### src/rtl/bdma_pkg.sv
// Shared encodings for the byte-DMA load engine: transfer types, FSM states,
// and the number of bytes that make up one internal word of each type.
package bdma_pkg;

  typedef enum logic [1:0] {
    BT_PM24 = 2'b00,
    BT_DM16 = 2'b01,
    BT_DM8M = 2'b10,
    BT_DM8L = 2'b11
  } btype_e;

  typedef enum logic [2:0] {
    S_IDLE  = 3'd0,
    S_FETCH = 3'd1,
    S_STEAL = 3'd2,
    S_WRITE = 3'd3,
    S_DONE  = 3'd4
  } state_e;

  localparam logic [1:0] BPW_PM24 = 2'd3;
  localparam logic [1:0] BPW_DM16 = 2'd2;
  localparam logic [1:0] BPW_DM8  = 2'd1;

  function automatic logic [1:0] bytes_per_word(input btype_e t);
    case (t)
      BT_PM24: return BPW_PM24;
      BT_DM16: return BPW_DM16;
      default: return BPW_DM8;
    endcase
  endfunction

endpackage

### src/rtl/bdma_byte_packer.sv
// Byte counter and lane placement: assembles incoming bytes into the 24-bit
// word buffer according to the transfer type.
module bdma_byte_packer
  import bdma_pkg::*;
(
  input  logic        DSPCLK,
  input  logic        RST,
  input  logic        start,
  input  logic        word_wr,
  input  logic        byte_vld,
  input  logic [7:0]  byte_in,
  input  btype_e      btype,
  output logic [23:0] word,
  output logic        word_done
);

  logic [1:0]  byte_cnt;
  logic [1:0]  lane;
  logic [23:0] placed;

  // lane 2 = [23:16], lane 1 = [15:8], lane 0 = [7:0]; first byte of a word
  // starts from a cleared buffer so stale bytes never leak into the next word
  always_comb begin
    lane = 2'd0;
    case (btype)
      BT_PM24: lane = 2'd2 - byte_cnt;
      BT_DM16: lane = 2'd1 - byte_cnt;
      BT_DM8M: lane = 2'd1;
      default: lane = 2'd0;
    endcase
    placed = (byte_cnt == 2'd0) ? 24'h000000 : word;
    case (lane)
      2'd2:    placed[23:16] = byte_in;
      2'd1:    placed[15:8]  = byte_in;
      default: placed[7:0]   = byte_in;
    endcase
  end

  assign word_done = byte_vld && (byte_cnt == (bytes_per_word(btype) - 2'd1));

  always_ff @(posedge DSPCLK) begin
    if (RST) begin
      byte_cnt <= 2'd0;
      word     <= 24'h000000;
    end else if (start) begin
      byte_cnt <= 2'd0;
      word     <= 24'h000000;
    end else if (word_wr) begin
      byte_cnt <= 2'd0;
    end else if (byte_vld) begin
      byte_cnt <= byte_cnt + 2'd1;
      word     <= placed;
    end
  end

endmodule

### src/rtl/bdma_pack.sv
// Byte-DMA load engine: fetches bytes, packs them into PM/DM words and writes
// each word during a stolen internal bus cycle.
//
//   state | meaning
//   IDLE  | waiting for ldBDMA
//   FETCH | requesting bytes until a full word is packed
//   STEAL | requesting a bus cycle from the sequencer
//   WRITE | driving the packed word with PMD/DMD output enable
//   DONE  | one-cycle completion interrupt
module bdma_pack
  import bdma_pkg::*;
#(
  parameter int AW = 14,
  parameter int CW = 14
) (
  input  logic          DSPCLK,
  input  logic          RST,
  input  logic          ldBDMA,
  input  logic [1:0]    BTYPE,
  input  logic [AW-1:0] BIAD_ld,
  input  logic [CW-1:0] BWCOUNT_ld,
  output logic          BM_req,
  input  logic          BM_vld,
  input  logic [7:0]    BM_byte,
  output logic          BSTEAL_req,
  input  logic          BSTEAL_gnt,
  output logic [23:0]   BRdataBUF,
  output logic          bdmaPMD_oe,
  output logic          bdmaDMD_oe,
  output logic [AW-1:0] BIAD,
  output logic [CW-1:0] BWCOUNT,
  output logic          BDMA_busy,
  output logic          BDMA_irq
);

  state_e state, state_nxt;
  btype_e btype_q;
  logic   start, byte_vld, word_wr, word_done;

  assign start    = (state == S_IDLE) && ldBDMA;
  assign byte_vld = (state == S_FETCH) && BM_vld;
  assign word_wr  = (state == S_WRITE);

  bdma_byte_packer u_packer (
    .DSPCLK    (DSPCLK),
    .RST       (RST),
    .start     (start),
    .word_wr   (word_wr),
    .byte_vld  (byte_vld),
    .byte_in   (BM_byte),
    .btype     (btype_q),
    .word      (BRdataBUF),
    .word_done (word_done)
  );

  always_ff @(posedge DSPCLK) begin
    if (RST) begin
      state   <= S_IDLE;
      btype_q <= BT_PM24;
      BIAD    <= '0;
      BWCOUNT <= '0;
    end else begin
      state <= state_nxt;
      if (start) begin
        btype_q <= btype_e'(BTYPE);
        BIAD    <= BIAD_ld;
        BWCOUNT <= BWCOUNT_ld;
      end else if (word_wr) begin
        BIAD    <= BIAD + AW'(1);
        BWCOUNT <= BWCOUNT - CW'(1);
      end
    end
  end

  always_comb begin
    state_nxt  = state;
    BM_req     = 1'b0;
    BSTEAL_req = 1'b0;
    bdmaPMD_oe = 1'b0;
    bdmaDMD_oe = 1'b0;
    BDMA_busy  = 1'b0;
    BDMA_irq   = 1'b0;
    case (state)
      S_IDLE: begin
        if (ldBDMA) state_nxt = (BWCOUNT_ld == '0) ? S_DONE : S_FETCH;
      end
      S_FETCH: begin
        BDMA_busy = 1'b1;
        // the returning byte's cycle is a gap so only one byte is ever outstanding
        BM_req    = !BM_vld;
        if (word_done) state_nxt = S_STEAL;
      end
      S_STEAL: begin
        BDMA_busy  = 1'b1;
        BSTEAL_req = 1'b1;
        if (BSTEAL_gnt) state_nxt = S_WRITE;
      end
      S_WRITE: begin
        BDMA_busy  = 1'b1;
        bdmaPMD_oe = (btype_q == BT_PM24);
        bdmaDMD_oe = (btype_q != BT_PM24);
        state_nxt  = (BWCOUNT == CW'(1)) ? S_DONE : S_FETCH;
      end
      S_DONE: begin
        BDMA_irq  = 1'b1;
        state_nxt = S_IDLE;
      end
      default: state_nxt = S_IDLE;
    endcase
  end

endmodule

### config.mk
export PLATFORM = sky130hd
export DESIGN_NAME = bdma_pack
export DESIGN_NICKNAME = d
export VERILOG_FILES = /design/src/rtl/bdma_pkg.sv /design/src/rtl/bdma_byte_packer.sv /design/src/rtl/bdma_pack.sv
export SDC_FILE = /design/constraint.sdc
export NUM_CORES = 1
export LEC_CHECK = 0
export BUFFER_PORTS_ARGS = -buffer_cell sky130_fd_sc_hd__buf_2
export CORE_MARGIN = 2
export CORE_UTILIZATION = 40
export CTS_CLUSTER_DIAMETER = 150
export DETAILED_ROUTE_END_ITERATION = 8
export GPL_TIMING_DRIVEN = 0
export PLACE_DENSITY = 0.71
export SLEW_MARGIN = 20
export SYNTH_ARGS = -nofsm -noshare
export SYNTH_HDL_FRONTEND = slang
export SYNTH_HIERARCHICAL = 1
export SYNTH_SLANG_ARGS = --single-unit
### constraint.sdc
create_clock -name DSPCLK -period 2.8 [get_ports DSPCLK]
set_input_delay 0.56 -clock DSPCLK [delete_from_list [all_inputs] [get_ports DSPCLK]]
set_output_delay 0.56 -clock DSPCLK [all_outputs]
set_load 0.02 [all_outputs]
==> flow_summary.yaml <==
synthesis:
  ys_ff_latch: 59
  async_flop_share_pct: 0
  ys_warn_count: 6
  synth_top_area_share_pct: 39.25
  synth_edf_count: 0
  ys_types: 56
  syn-num-nets: 422
  seq_area_frac_synth_pct: 39.25
  syn-mean-instance-area_sq_um: 8.067
  netlist_top_cells_area: "dfxtp_1 39%, a21oi_1 7.3%, nand3_1 5.7%, o21ai_0 5.0%, nor2_1 3.4%"
  synth_cells: 373
  yosys.area.top_type: "dfxtp_1"
  synth_area_sq_um: 3009
  ys.flop_type: "dfxtp_1"
timing:
  setup_viol: 0
  drv_slew: 0
  fin_crit_ns: 2.570
  fmax_ghz: 0.3892
  finalCritPeriodShare_pct: 91.77
  finClkSkew_ns: 0.01005
  finalSetupTns_ns: 0
  hold_violations: 0
  grt_setup_unrepaired: "no"
  worst_slack_ns: 0.2304
  maxSlewHeadroom_pct: 48.72
  worstMarginPinSlew_ns: 0.7675
floorplanning:
  core_sq_um: 7253
  die-area_sq_um: 8233
  die_h_um: 90.74
  fp.dieW_um: 90.74
  row_count: 31
  ioPinCount: 101
  start_util_pct: 41.49
grt:
  grt_start_max_net_pins: 15
  grt.total_usage_pct: 21.41
  antenna_found_initial: 0
  globalRouteOverflowTotal: 0
  grt_pass1_wl_um: 14410
  grt_pass1_vias: 3000
worst_setup_path:
  crit_family: "buffers and inverters"
  cp-start-kind: "flop"
  critPathMaxFanout: 10
  crit_type: "reg2reg"
  critPathArrivalTime_ns: 2.78
  cpPeakStageDelay_ns: 0.57
  end_kind: "flop"
  slowest_stage: "or4b_1"
  cp.required_ns: 3.01
  path_cells: "or4b_1, buf_2, clkinv_2, buf_2, or2_1, clkbuf_1, clkbuf_1, a21oi_1"
  crit_buf_inv: 5
placed_design:
  gp_congestion: 0.8461
  dp_hpwl_um: 6553
  postPlaceCellArea_sq_um: 3633
  dp_slack_ns: 0.03954
  io_buffers: 100
drt:
  drc: 0
  drt_wl_total_um: 8838
  wl_per_cell_um: 15.06
  vias_per_cell: 5.499
  vias: 3228
  firstDrtPassIters: 5
  first_iter_violations: 119
  drtAntennaViolNets: 0
layout:
  multi_input_area_sq_um: 1657
  finish.utilization_pct: 53.04
  postLayoutCellArea_sq_um: 3847
  areaGrowthSynthToFinish_pct: 27.86
  n_antenna_cell: 0
  nNetsFinal: 532
  drive_above_1_share_pct: 29.30
  final-seq-area_sq_um: 1181
  fillCellCount: 703
cts:
  clock_latency_ns: 0.34
  htreeDepth: 3
  cts_max_path_buffers: 2
  post-cts-setup-buffer-count: 0
  cts_made_buffers: 9
  cts_tree: "done"
  cts.sinks: 59
  cts-root-buf: "clkbuf_8"
  path_clk_slew_ns: 0.07
pwr:
  pwr_density_cell_nw_per_um2: 554.1
  max-vdd-ir-drop_uv: 516.8
  p_leak_nw: 1.628
  total_power_w: 0.002132
status:
  status: "completed"
hold_path:
  hp-class: "in2reg"
flow_run:
  drv_cap: 0
[power by group]
| group | switching (W) | internal (W) | leakage (nW) | total, W |
|---|---|---|---|---|
| Combinational | 0.000222 | 0.000133 | 1.05 | 0.000356 |
| Clock | 0.000357 | 0.000497 | 0.101 | 0.000854 |
| Sequential | 0.0000475 | 0.000875 | 0.481 | 0.000923 |
[cells in the mapped netlist, types with 3 or more instances]
cell type,n
nor2b_1,4
nor4_1,11
clkbuf_1,11
a32oi_1,3
o211ai_1,5
dfxtp_1,59
or3_2,3
nor3_1,8
a21oi_1,44
nor2_1,27
a31oi_1,9
and3_1,3
a22oi_1,3
o21ai_1,4
nand4_1,6
inv_1,11
nand3_1,34
nand2_1,22
xnor2_1,4
mux2_2,3
o21ai_0,30
or3_1,4
a221oi_1,3
buf_2,10
nand2b_1,4
and2_1,3
ha_1,6
[cells by family (layout without fill, tap and decap cells)]
kind of cell / Yosys count / in the layout / synth area share [%]
AOI/OAI and AO/OA: 117 / 117 / 23.53
xor gates and xnor gates: 4 / 4 / 1.164
adders and majority gates: 6 / 6 / 2.495
buffers and inverters: 37 / 152 / 5.696
DFF: 59 / 59 / 39.25
muxes: 5 / 5 / 1.788
and+or+nand+nor: 145 / 145 / 26.07
[path summary, 6_finish.rpt]
| check | start | endpoint | slack, ns | cells after the start |
|---|---|---|---|---|
| hold / removal | BIAD_ld[0] | BIAD[0] | 0.47 | 3 |
| hold reg to reg | u_packer/word[13] | u_packer/word[13] | 0.47 | 2 |
| setup / recovery | state[0] | u_packer/word[15] | 0.23 | 8 |
| setup reg to reg | state[0] | u_packer/word[15] | 0.23 | 8 |
[flip-flops by register name (all words and copies together) (netlist names)]
name	flops
BWCOUNT	14
state	3
BIAD	14
u_packer/word	24
u_packer/byte_cnt	2
btype_q	2
[metrics by stage]
step / instances / hold slack [ns]
final: 587 / 0.4676
after global placement: 572 / 0.4563
after detailed placement: 572 / 0.4644
after floorplan: 373 / 0.5139
after global routing: 587 / 0.4682
after CTS: 587 / 0.4587
[layout by cell type (no fill, tap or decap), drive strengths merged, types with 11 or more instances in the layout]
master and n:
nor2 27, o21ai 34, nand2 22, dfxtp 59, clkbuf 19, a21oi 45, nand3 34, buf 114
nor4 11, inv 11
[what timing repair did]
item                                   in CTS  in global routing
cloned                                      0                  0
resized for setup                           0                  2
setup endpoints to repair                   2                  1
endpoints found under the hold margin       0                  0
hold buffers                                0                  0
[worst min-delay path, delay by kind of cell]
family | cells | cell delay (ns)
buffers and inverters | 1 | 0.08
AO/OA/AOI/OAI | 1 | 0.06
AND/OR/NAND/NOR | 1 | 0.07
[layer usage]
layer	vias to the layer above	wire length [um]	share of wire [%]	GRT usage, %
li1	1606	-	-	-
met1	1485	3915	44	26.58
met5	-	0	0	0
met4	0	157	1.8	8.077
met2	118	4185	47	35.07
met3	19	579	6.6	6.177
[final cells by class]
class / instances / area share (%)
multi-input combinational: 277 / 43.06
sequential: 59 / 30.70
timing repair buffer: 100 / 13.01
clock buffer: 9 / 3.220
tap: 99 / 3.220
buffer: 24 / 3.187
clock inverter: 7 / 2.407
inverter: 12 / 1.203
(Power assumes the default switching activity.)
